## src/rtl/pc_fetch_sequencer.sv

```systemverilog
// ============================================================================
// Module      : pc_fetch_sequencer
// Description : LEGv8 PC sequencer. It issues req/ack instruction fetches and
//               presents each fetched word to decode over a valid/ready
//               handshake. Define FETCH_COUNT_EN to add the fetch_count output.
// Revision    : 1.0 - initial release
// ============================================================================
`default_nettype none

module pc_fetch_sequencer #(
    parameter int                ADDR_W    = 8,
    parameter logic [ADDR_W-1:0] RESET_VEC = '0,
    parameter int                INSTR_W   = 32
) (
    input  logic               clk,
    input  logic               reset,
    input  logic               stall,
    input  logic               branch_taken,
    input  logic [ADDR_W-1:0]  branch_target,
    input  logic               halt,
    output logic               imem_req,
    output logic [ADDR_W-1:0]  imem_addr,
    input  logic               imem_ack,
    input  logic [INSTR_W-1:0] imem_data,
    output logic               instr_valid,
    output logic [INSTR_W-1:0] instr,
    input  logic               instr_ready,
    output logic [ADDR_W-1:0]  pc,
    output logic               halted
`ifdef FETCH_COUNT_EN
    ,
    output logic [15:0]        fetch_count
`endif
);

    typedef enum logic [1:0] {
        S_IDLE = 2'd0,
        S_REQ  = 2'd1,
        S_HOLD = 2'd2,
        S_HALT = 2'd3
    } state_t;

    state_t state;
    logic   xfer_done;

    assign imem_addr   = pc;
    assign imem_req    = (state == S_REQ);
    assign instr_valid = (state == S_HOLD) && !stall;
    assign halted      = (state == S_HALT);

    // A decode transfer only completes when it is not squashed by a redirect.
    assign xfer_done   = (state == S_HOLD) && !branch_taken && instr_ready && !stall;

    always_ff @(posedge clk or posedge reset) begin
        if (reset) begin
            state <= S_IDLE;
            pc    <= RESET_VEC;
            instr <= '0;
        end else begin
            case (state)
                S_IDLE: begin
                    if (branch_taken) begin
                        pc    <= branch_target;
                        state <= S_REQ;
                    end else if (!stall) begin
                        state <= halt ? S_HALT : S_REQ;
                    end
                end
                S_REQ: begin
                    if (branch_taken) begin
                        pc    <= branch_target;
                        state <= S_REQ;
                    end else if (imem_ack) begin
                        // Captured even under stall so the memory handshake is never lost.
                        instr <= imem_data;
                        state <= S_HOLD;
                    end
                end
                S_HOLD: begin
                    if (branch_taken) begin
                        pc    <= branch_target;
                        state <= S_REQ;
                    end else if (xfer_done) begin
                        pc    <= pc + ADDR_W'(1);
                        state <= halt ? S_HALT : S_REQ;
                    end
                end
                S_HALT: begin
                    state <= S_HALT;
                end
                default: begin
                    state <= S_IDLE;
                end
            endcase
        end
    end

`ifdef FETCH_COUNT_EN
    always_ff @(posedge clk or posedge reset) begin
        if (reset) begin
            fetch_count <= '0;
        end else if (xfer_done && (fetch_count != 16'hFFFF)) begin
            fetch_count <= fetch_count + 16'd1;
        end
    end
`endif

endmodule

`default_nettype wire

```

## config.mk

```make
export PLATFORM = sky130hd
export DESIGN_NAME = pc_fetch_sequencer
export DESIGN_NICKNAME = d
export VERILOG_FILES = /design/src/rtl/pc_fetch_sequencer.sv
export SDC_FILE = /design/constraint.sdc
export NUM_CORES = 1
export LEC_CHECK = 0
export ABC_AREA = 1
export BUFFER_PORTS_ARGS = -buffer_cell sky130_fd_sc_hd__buf_2
export CAP_MARGIN = 20
export CORE_MARGIN = 2
export CORE_UTILIZATION = 35
export DETAILED_ROUTE_END_ITERATION = 7
export MAX_ROUTING_LAYER = met4
export PLACE_DENSITY = 0.69
export RECOVER_POWER = 25
export SLEW_MARGIN = 0
export SYNTH_ARGS = -nofsm -noshare
export SYNTH_HDL_FRONTEND = slang
export SYNTH_SLANG_ARGS = --single-unit
```

## constraint.sdc

```tcl
create_clock -name clk -period 3.2 [get_ports clk]
set_input_delay 0.32 -clock clk [delete_from_list [all_inputs] [get_ports clk]]
set_output_delay 0.32 -clock clk [all_outputs]
set_load 0.05 [all_outputs]
```

==> flow_summary_export.csv, run 1 <==
group,metric,value,unit
die,die-area,6420,um2
cells_and_area,seqCellArea,1050,um2
yosys,async_reset_ff_frac,1.00,
routing,drt-initial-drc-count,75,
die,dieHeight,80.1,um
clocking,cts_setup_buffers,0,
critical_path,start_kind,"flop",
routing,wl_met3,284,um
critical_path,crit_arrival,1320,ps
clocking,path_clk_slew,80,ps
routing,avgViaCountPerCell,4.35,
place,place_worst_setup_slack,1610,ps
sta,fmax,611,MHz
yosys,synth_top_family_by_area,"simple AND/OR/NAND/NOR gates",
grt,grt_max_degree,43,
yosys,ys_seq_area_frac,0.518,
sta,holdWs,227,ps
critical_path,r2r_end,"instr[15]$_DFFE_PP0P_",
power,pwr_density_cell,1190,nW/um2
yosys,syn_inst,261,
routing,routed_wl,4570,um
sta,hold_viol,0,
routing,num_vias,1837,
die,core,5540,um2
clocking,htreeDepth,2,
yosys,ys_types,20,
sta,fin_skew,5.71,ps
die,rows,27,
grt,grt_antenna_before_repair,0,
critical_path,reg2reg_slack,1620,ps
power,power.total,0.00308,W
critical_path,end_kind,"output pin",
routing,drt-met1-wl,2100,um
routing,highest_layer,"met4",
power,vdd_ir_drop_max,0.000495,V
yosys,synth_edf_count,0,
clocking,cts_resized,0,
clocking,cts_tree,"done",
routing,drcViolationCount,0,
place,io_buffers,97,
yosys,synthSimpleGateAreaFrac,0.344,
clocking,cts_buffer_depth,2,
sta,finalCriticalPeriod,1640,ps
run_status,violations,"max-capacitance violations, max-slew violations",
critical_path,cp.required,2880,ps
critical_path,rr_worst_depth,6,
die,start_util,0.366,
yosys,synth-adder-area-share,0.00617,
place,place_congestion,0.773,
yosys,synth_compound_area_frac,0.0210,
critical_path,crit_path_end,"instr_valid",
yosys,yosys-top-cells-count,"142 x nand2_1, 42 x dfrtp_1, 19 x inv_1",
yosys,synth_nets,309,
sta,setup_violations,0,
yosys,synthesis.area,2030,um2
cells_and_area,multiInputGateArea,761,um2
yosys,yosysWarnings,0,
run_status,status,"finished with violations",
grt,track_usage,0.155,
yosys,synth_xor_area_frac,0.00432,
clocking,clock_latency,290,ps
sta,layout_setup_ws,1560,ps
critical_path,critPathMaxFanout,6,
sta,period_share,0.512,
yosys,yosysMostFrequentCell,"nand2_1",
die,io_pins,98,
cells_and_area,drive_gt1_frac,0.317,
routing,ant_nets,0,
flow_run,maxCapViolations,1,
yosys,synth_top_area_frac,0.518,
place,dpl.hpwl,3340,um
routing,wl_met2,2130,um
grt,grt_overflow,0,
critical_path,r2r_start,"state[1]$_DFFE_PP0P_",
grt,grt_pass1_vias,1724,
die,die_x,80.1,um
critical_path,crit_start,"state[0]$_DFFE_PP0P_",
cells_and_area,area_growth_syn_to_layout,27.3,%
yosys,synthTopCellsByArea,"dfrtp_1 52%, nand2_1 26%, inv_1 3.5%",
yosys,synth-main-ff-cell,"dfrtp_1",
yosys,synthMuxAreaShare,0,
worst_hold_path,hold_path.class,"in2reg",
sta,slew_headroom,-0.0581,
clocking,ctsHoldBuffers,0,
clocking,cts_inserted_buffers,5,
cells_and_area,final_nets,398,
yosys,ys_seq_elements,42,
critical_path,critPathKind,"reg2out",
yosys,synth.largest_area_cell,"dfrtp_1",
routing,wl_per_cell,10.8,um
clocking,clkSinkCount,42,
cells_and_area,fillCellCount,584,
sta,maxSlewViolCount,43,
clocking,cts_root_buf,"clkbuf_8",
cells_and_area,final_core_util,0.466,
sta,rsz0062_at_grt,"false",
grt,grt_pass1_wl,7610,um
yosys,synth.avg_cell_area,7.77,um2
routing,drt_pre_antenna_iters,4,
sta,tightest_slew,1590,ps
sta,fin_tns_setup,0,ps
cells_and_area,diodes,0,
power,cellLeakagePower,1.57,nW
==> how the worst min path moves through the flow <==
stage | start | slack, ps | cells past startpoint | endpoint
4_1_cts | imem_data[26] | 220 | 3 | instr[26]$_DFFE_PP0P_
2_1_floorplan | imem_data[10] | 440 | 2 | instr[10]$_DFFE_PP0P_
6_report | imem_data[21] | 230 | 3 | instr[21]$_DFFE_PP0P_
3_5_place_dp | instr[16]$_DFFE_PP0P_ | 460 | 2 | instr[16]$_DFFE_PP0P_
5_1_grt | imem_data[8] | 210 | 3 | instr[8]$_DFFE_PP0P_
3_3_place_gp | instr[31]$_DFFE_PP0P_ | 450 | 2 | instr[31]$_DFFE_PP0P_
==> state kept, by name, indices dropped and copies added, names as in the netlist <==
name	count
instr	32
imem_addr	8
state	2
==> cell type report <==
type                    count  area share
repair buffers             97       0.188
flip-flops and latches     42       0.407
clock inverters             1      0.0116
clock buffers               6      0.0320
well taps                  72      0.0349
inverters                  21      0.0315
multi-input cells         183       0.295
==> critical path, stage by stage, from the launching register on <==
cell and delay [ps]:
dfrtp_1 460, inv_1 120, nand2_1 100, nor2_1 90, buf_2 260
==> logic make-up (layout without fill, tap and decap cells) <==
family	after synthesis	after routing
buffers and inverters	36	125
DFF	42	42
AOI/OAI and AO/OA	8	8
and+or+nand+nor	173	173
adders and majority gates	1	1
xor gates and xnor gates	1	1
==> per-stage QoR <==
stage / instances / cell area (um2)
after detailed placement: 415 / 2470
after global routing: 422 / 2580
after CTS: 422 / 2580
after floorplan: 261 / 2030
after global placement: 415 / 2470
final: 422 / 2580
==> metal layers <==
| layer | track usage | vias up |
|---|---|---|
| met4 | 0.0508 | 0 |
| met5 | - | - |
| met1 | 0.189 | 820 |
| li1 | - | 953 |
| met2 | 0.254 | 59 |
| met3 | 0.0382 | 5 |
==> placed cells by master, fill, tap and decap left out <==
| cell | netlist | layout |
|---|---|---|
| inv_1 | 19 | 19 |
| inv_4 | 1 | 1 |
| bufinv_16 | 0 | 1 |
| nor2_2 | 3 | 3 |
| clkbuf_8 | 0 | 6 |
| or2_0 | 2 | 2 |
| nand2_2 | 1 | 1 |
| nor2_8 | 1 | 1 |
| dfrtp_1 | 42 | 42 |
| nor2_1 | 12 | 12 |
| nand2_1 | 142 | 142 |
| nand3_1 | 11 | 11 |
| o21ai_1 | 1 | 1 |
| a21oi_1 | 1 | 1 |
| inv_2 | 1 | 1 |
| o211ai_1 | 1 | 1 |
| o21ai_0 | 5 | 5 |
| nand4_1 | 1 | 1 |
| ha_1 | 1 | 1 |
| buf_2 | 0 | 97 |
| xnor2_1 | 1 | 1 |
==> power breakdown <==
group / internal [W] / total, W / switching [W]
clock network: 0.000250 / 0.000420 / 0.000170
registers: 0.000779 / 0.000966 / 0.000187
logic: 0.000344 / 0.00170 / 0.00135
Note: power is estimated with default switching activity, not from simulation.
==> inputs of run 2 (changes only) <==
Clock period 3.2 ns to 1.6 ns, I/O delays scaled along.
==> run 2 against run 1 <==
  * The run now ends clean
  * Global-route usage shrank 0.57 points
  * Total power is 99% higher
  * Design area is 1.9% higher
  * Highest routed layer unchanged
  * Sequential power increased by 99%
  * Count of clock-buffer cells in the layout unchanged
  * Core utilization increased by 0.90 points
  * First-iteration DRC count decreased by 5.3%
  * Clock power is 97% higher
  * Cell count increased by 1.4%
  * Sequential share of layout area is 0.77 points lower
  * Non-clock buffer count is 5 higher
==> flow_summary_export.csv, run 2 (synthesis results as in run 1) <==
group,metric,value,unit
grt,grt_pass1_wl,7290,um
critical_path,end_kind,"output pin",
grt,grt_max_degree,33,
cells_and_area,largest_register_ffs,32,
die,dieHeight,80.1,um
routing,avgViaCountPerCell,4.43,
die,die_x,80.1,um
run_status,status,"finished, final reports clean",
sta,setup_violations,0,
power,power.total,0.00615,W
grt,grt_antenna_before_repair,0,
grt,track_usage,0.150,
sta,finalCriticalPeriod,1470,ps
clocking,cts_tree,"done",
cells_and_area,regMostFlops,"instr",
sta,slew_headroom,0.450,
critical_path,crit_path_end,"instr_valid",
cells_and_area,drive_gt1_frac,0.323,
clocking,cts_resized,0,
clocking,clkSinkCount,42,
critical_path,critPathKind,"reg2out",
sta,holdWs,61.7,ps
routing,wl_per_cell,10.7,um
sta,fin_skew,6.41,ps
cells_and_area,seqCellArea,1050,um2
clocking,path_clk_slew,80,ps
sta,layout_setup_ws,134,ps
cells_and_area,final_nets,403,
clocking,cts_inserted_buffers,5,
critical_path,critPathMaxFanout,6,
clocking,cts_root_buf,"clkbuf_8",
cells_and_area,final_cell_mix,"142 x nand2_1, 97 x buf_2, 42 x dfrtp_1",
critical_path,start_kind,"flop",
place,place_worst_setup_slack,324,ps
clocking,clock_latency,290,ps
critical_path,cp.required,1440,ps
cells_and_area,multiInputGateArea,761,um2
cells_and_area,fillCellCount,589,
critical_path,crit_start,"state[0]$_DFFE_PP0P_",
sta,fin_tns_setup,0,ps
cells_and_area,final_core_util,0.475,
routing,drt_pre_antenna_iters,4,
critical_path,crit_arrival,1310,ps
routing,ant_nets,0,
critical_path,r2r_start,"state[0]$_DFFE_PP0P_",
place,place_congestion,0.903,
place,dpl.hpwl,3450,um
die,core,5540,um2
sta,period_share,0.916,
sta,tightest_slew,824,ps
clocking,htreeDepth,2,
die,rows,27,
sta,rsz0062_at_grt,"false",
routing,routed_wl,4580,um
routing,num_vias,1895,
critical_path,r2r_end,"imem_addr[3]$_DFFE_PP0P_",
power,cellLeakagePower,1.59,nW
die,die-area,6420,um2
routing,drcViolationCount,0,
flow_run,maxCapViolations,0,
die,io_pins,98,
die,start_util,0.366,
routing,drt-initial-drc-count,71,
cells_and_area,diodes,0,
sta,maxSlewViolCount,0,
grt,grt_pass1_vias,1677,
critical_path,reg2reg_slack,310,ps
clocking,cts_buffer_depth,2,
power,vdd_ir_drop_max,0.000964,V
sta,hold_viol,0,
critical_path,rr_worst_depth,6,
cells_and_area,final_common_cell,"nand2_1",
place,io_buffers,97,
power,pwr_density_cell,2340,nW/um2
worst_hold_path,hold_path.class,"in2reg",
cells_and_area,area_growth_syn_to_layout,29.7,%
sta,fmax,682,MHz
grt,grt_overflow,0,
## run 2: area by class of cell
type                            instances  share of cell area
Sequential cell                        42               0.399
Multi-Input combinational cell        183               0.289
Timing Repair Buffer                  102               0.204
Tap cell                               72              0.0342
Inverter                               21              0.0309
Clock buffer                            6              0.0276
Clock inverter                          2              0.0143
## run 2: how the worst min path moves through the flow
stage / from / to / slack [ps] / cells after the start
after floorplan: imem_data[10] / instr[10]$_DFFE_PP0P_ / 280 / 2
after global placement: reset / state[0]$_DFFE_PP0P_ / 200 / 2
after detailed placement: reset / state[0]$_DFFE_PP0P_ / 200 / 2
after CTS: imem_data[21] / instr[21]$_DFFE_PP0P_ / 50 / 3
after global routing: imem_data[23] / instr[23]$_DFFE_PP0P_ / 50 / 3
final: imem_data[21] / instr[21]$_DFFE_PP0P_ / 60 / 3
## run 2: timing repair
action | in CTS | in global routing
setup endpoints to repair | 0 | 0
buffers inserted | 0 | 0
hold buffers | 1 | 0
hold endpoints to repair | 20 | 0
## run 2: stage by stage
step | std cells | cell area (um2)
floorplan | 261 | 2030
global placement | 419 | 2510
detailed placement | 419 | 2510
CTS | 428 | 2630
global route | 428 | 2630
finish | 428 | 2630
## run 2: power breakdown
group          switching [W]  internal, W
logic                0.00271     0.000696
registers           0.000357      0.00156
clock network       0.000362     0.000466
## run 2: critical path, cell delays in order (launching register included)
cell,delay [ps]
dfrtp_1,450
inv_1,120
nand2_1,90
nor2_1,90
buf_2,270
## run 2: layer usage
layer | global-route usage | up-vias | share of wire
met4 | 0.0763 | 0 | 0.024
met1 | 0.184 | 858 | 0.46
li1 | - | 963 | -
met2 | 0.234 | 65 | 0.46
met3 | 0.0303 | 9 | 0.059
met5 | - | - | 0
==> inputs of run 3 (changes only) <==
Settings changed: ABC_AREA 1 to not set, CORE_MARGIN 2 to 1, PLACE_DENSITY 0.69 to 0.7.
==> run 3 against run 2 <==
  * Synthesized cell count is 43% lower
  * Die area is 11% lower
  * Count of clock-buffer cells in the layout is 1 higher
  * First-iteration DRC count is 31% lower
  * Total power is 1.1% lower
  * Design area is 3.2% lower
  * Global-route usage is 0.69 points lower
  * Worst setup slack worse by 46 ps
  * Sequential cell count stayed put
  * Sequential share of layout area is 1.4 points higher
  * Fmax is 3.0% lower
  * Critical endpoint unchanged
==> flow_summary_export.csv, run 3 <==
group,metric,value,unit
yosys,synthTopCellsByArea,"dfrtp_1 55%, mux2_2 17%, buf_4 3.6%",
place,place_worst_setup_slack,137,ps
sta,finalCriticalPeriod,1510,ps
power,seqPwrFrac,0.309,
clocking,path_clk_slew,80,ps
power,internal_power,0.00284,W
sta,tightest_slew,559,ps
routing,drt_pre_antenna_iters,4,
cells_and_area,area_growth_syn_to_layout,34.4,%
yosys,synth.avg_cell_area,12.6,um2
critical_path,crit_arrival,1350,ps
yosys,yosysMostFrequentCell,"dfrtp_1",
grt,grt_antenna_before_repair,0,
cells_and_area,diodes,0,
yosys,synth_edf_count,0,
grt,grt_pass1_wl,5890,um
routing,ant_nets,0,
yosys,yosysWarnings,0,
sta,fmax,661,MHz
cells_and_area,fin_area,2550,um2
sta,period_share,0.945,
routing,drcViolationCount,0,
routing,wl_per_cell,12.4,um
die,die_x,75.6,um
place,placed_area,2440,um2
yosys,synth-main-ff-cell,"dfrtp_1",
worst_hold_path,hold_path.class,"in2reg",
power,switching_share,0.533,
clocking,cts_inserted_buffers,5,
cells_and_area,largest_register_ffs,32,
critical_path,critPathMaxFanout,5,
power,vdd_ir_drop_max,0.00129,V
place,io_buffers,97,
die,dieHeight,75.6,um
routing,avgViaCountPerCell,4.63,
place,dpl.hpwl,3000,um
yosys,synth_nets,198,
routing,routed_wl,3940,um
critical_path,critPathKind,"reg2out",
sta,hold_viol,0,
cells_and_area,final_cell_mix,"97 x buf_2, 40 x dfrtp_1, 28 x mux2_2",
sta,rsz0062_at_grt,"false",
die,io_pins,98,
sta,fin_tns_setup,0,ps
clocking,clkSinkCount,42,
grt,track_usage,0.143,
yosys,synth.largest_area_cell,"dfrtp_1",
yosys,yosys-top-cells-count,"42 x dfrtp_1, 28 x mux2_2, 10 x o21ai_0",
cells_and_area,final_nets,296,
clocking,htreeDepth,2,
cells_and_area,regMostFlops,"instr",
clocking,clock_latency,280,ps
clocking,cts_buffer_depth,2,
grt,grt_overflow,0,
grt,grt_pass1_vias,1320,
yosys,ys_types,30,
cells_and_area,final_common_cell,"buf_2",
critical_path,cp.required,1440,ps
die,rows,26,
cells_and_area,drive_gt1_frac,0.570,
sta,fin_skew,7.01,ps
clocking,cts_setup_buffers,0,
sta,setup_violations,0,
power,switchingPower,0.00324,W
power,p_clk_frac,0.132,
place,place_congestion,0.748,
power,p_comb_frac,0.559,
grt,grt_max_degree,32,
critical_path,end_kind,"output pin",
routing,num_vias,1478,
sta,layout_setup_ws,88.1,ps
sta,slew_headroom,0.627,
die,core,5170,um2
yosys,async_reset_ff_frac,1.00,
yosys,syn_inst,150,
critical_path,start_kind,"flop",
yosys,ys_seq_elements,42,
yosys,synth_top_area_frac,0.555,
die,die-area,5710,um2
yosys,synthesis.area,1890,um2
power,cellLeakagePower,1.24,nW
run_status,status,"finished, final reports clean",
sta,maxSlewViolCount,0,
flow_run,maxCapViolations,0,
clocking,cts_tree,"done",
die,start_util,0.366,
yosys,ys_seq_area_frac,0.555,
routing,drt-initial-drc-count,49,
clocking,cts_root_buf,"clkbuf_8",
power,pwr_density_cell,2390,nW/um2
==> run 3: cell count changes after synthesis, sizes merged, moves of 3 or more <==
cell / delta
o21ai: +5
o22ai: +3
mux2: +32
nand2: -135
nor2: -14
inv: -18
a21oi: +8
nand3: -6
a2bb2oi: +4
==> run 3: power by group through the flow <==
stage / sequential (W) / combinational (W) / clock, W
after global placement: 0.00188 / 0.00339 / 0
final: 0.00188 / 0.00340 / 0.000804
after floorplan: 0.00362 / 0.00102 / 0
after detailed placement: 0.00191 / 0.00342 / 0
after global routing: 0.00198 / 0.00357 / 0.000881
after CTS: 0.00189 / 0.00343 / 0.000840
==> run 3: path summary, 6_finish.rpt <==
kind / from / endpoint / slack [ps] / cells past startpoint
min in group asynchronous: reset / instr[2]$_DFFE_PP0P_ / 390 / 3
worst max register to register: state[1]$_DFFE_PP0P_ / instr[24]$_DFFE_PP0P_ / 130 / 3
worst min-delay path: imem_data[2] / instr[2]$_DFFE_PP0P_ / 90 / 2
worst max-delay path: state[0]$_DFFE_PP0P_ / instr_valid / 90 / 4
worst min register to register: instr[11]$_DFFE_PP0P_ / instr[11]$_DFFE_PP0P_ / 480 / 1
max in group asynchronous: reset / imem_addr[1]$_DFFE_PP0P_ / 370 / 4
==> run 3: critical path, stage by stage, from the launching register on <==
cell,delay (ps)
dfrtp_1,410
buf_4,160
nor2_1,110
and2_1,130
buf_2,250
==> run 3: layout make-up <==
| type | instances | area, um2 |
|---|---|---|
| fillers | 481 | 2630 |
| flip-flops and latches | 42 | 1050 |
| multi-input cells | 91 | 721 |
| repair buffers | 105 | 567 |
| well taps | 70 | 87.6 |
| clock buffers | 7 | 76.3 |
| clock inverters | 1 | 30.0 |
| inverters | 3 | 11.3 |
==> run 3: routing by layer <==
layer | track usage | share of wire
met5 | - | 0
met4 | 0.0494 | 0.0071
met3 | 0.0450 | 0.079
met2 | 0.222 | 0.44
met1 | 0.175 | 0.48
==> run 3: cells by family (layout without fill, tap and decap cells) <==
logic type,Yosys count,after routing,share of synthesized area
simple gates,28,28,0.0892
buf+inv,17,116,0.0647
fa+ha+maj,1,1,0.00660
mux,33,33,0.196
flops,42,42,0.555
compound gates,29,29,0.0892
==> run 3: repair_timing <==
item | in CTS | in global routing
gates resized for setup | 0 | 0
hold buffers | 1 | 0
endpoints found under the hold margin | 13 | 0
==> run 3: through the flow <==
| stage | power, W | hold WS, ps | cells | utilization |
|---|---|---|---|---|
| 2_1_floorplan | 0.00464 | 268 | 150 | - |
| 3_3_place_gp | 0.00527 | 146 | 310 | 0.471 |
| 3_5_place_dp | 0.00533 | 156 | 310 | 0.471 |
| 4_1_cts | 0.00615 | 82.5 | 319 | 0.493 |
| 5_1_grt | 0.00643 | 79.1 | 319 | 0.492 |
| 6_report | 0.00608 | 92.2 | 319 | 0.492 |
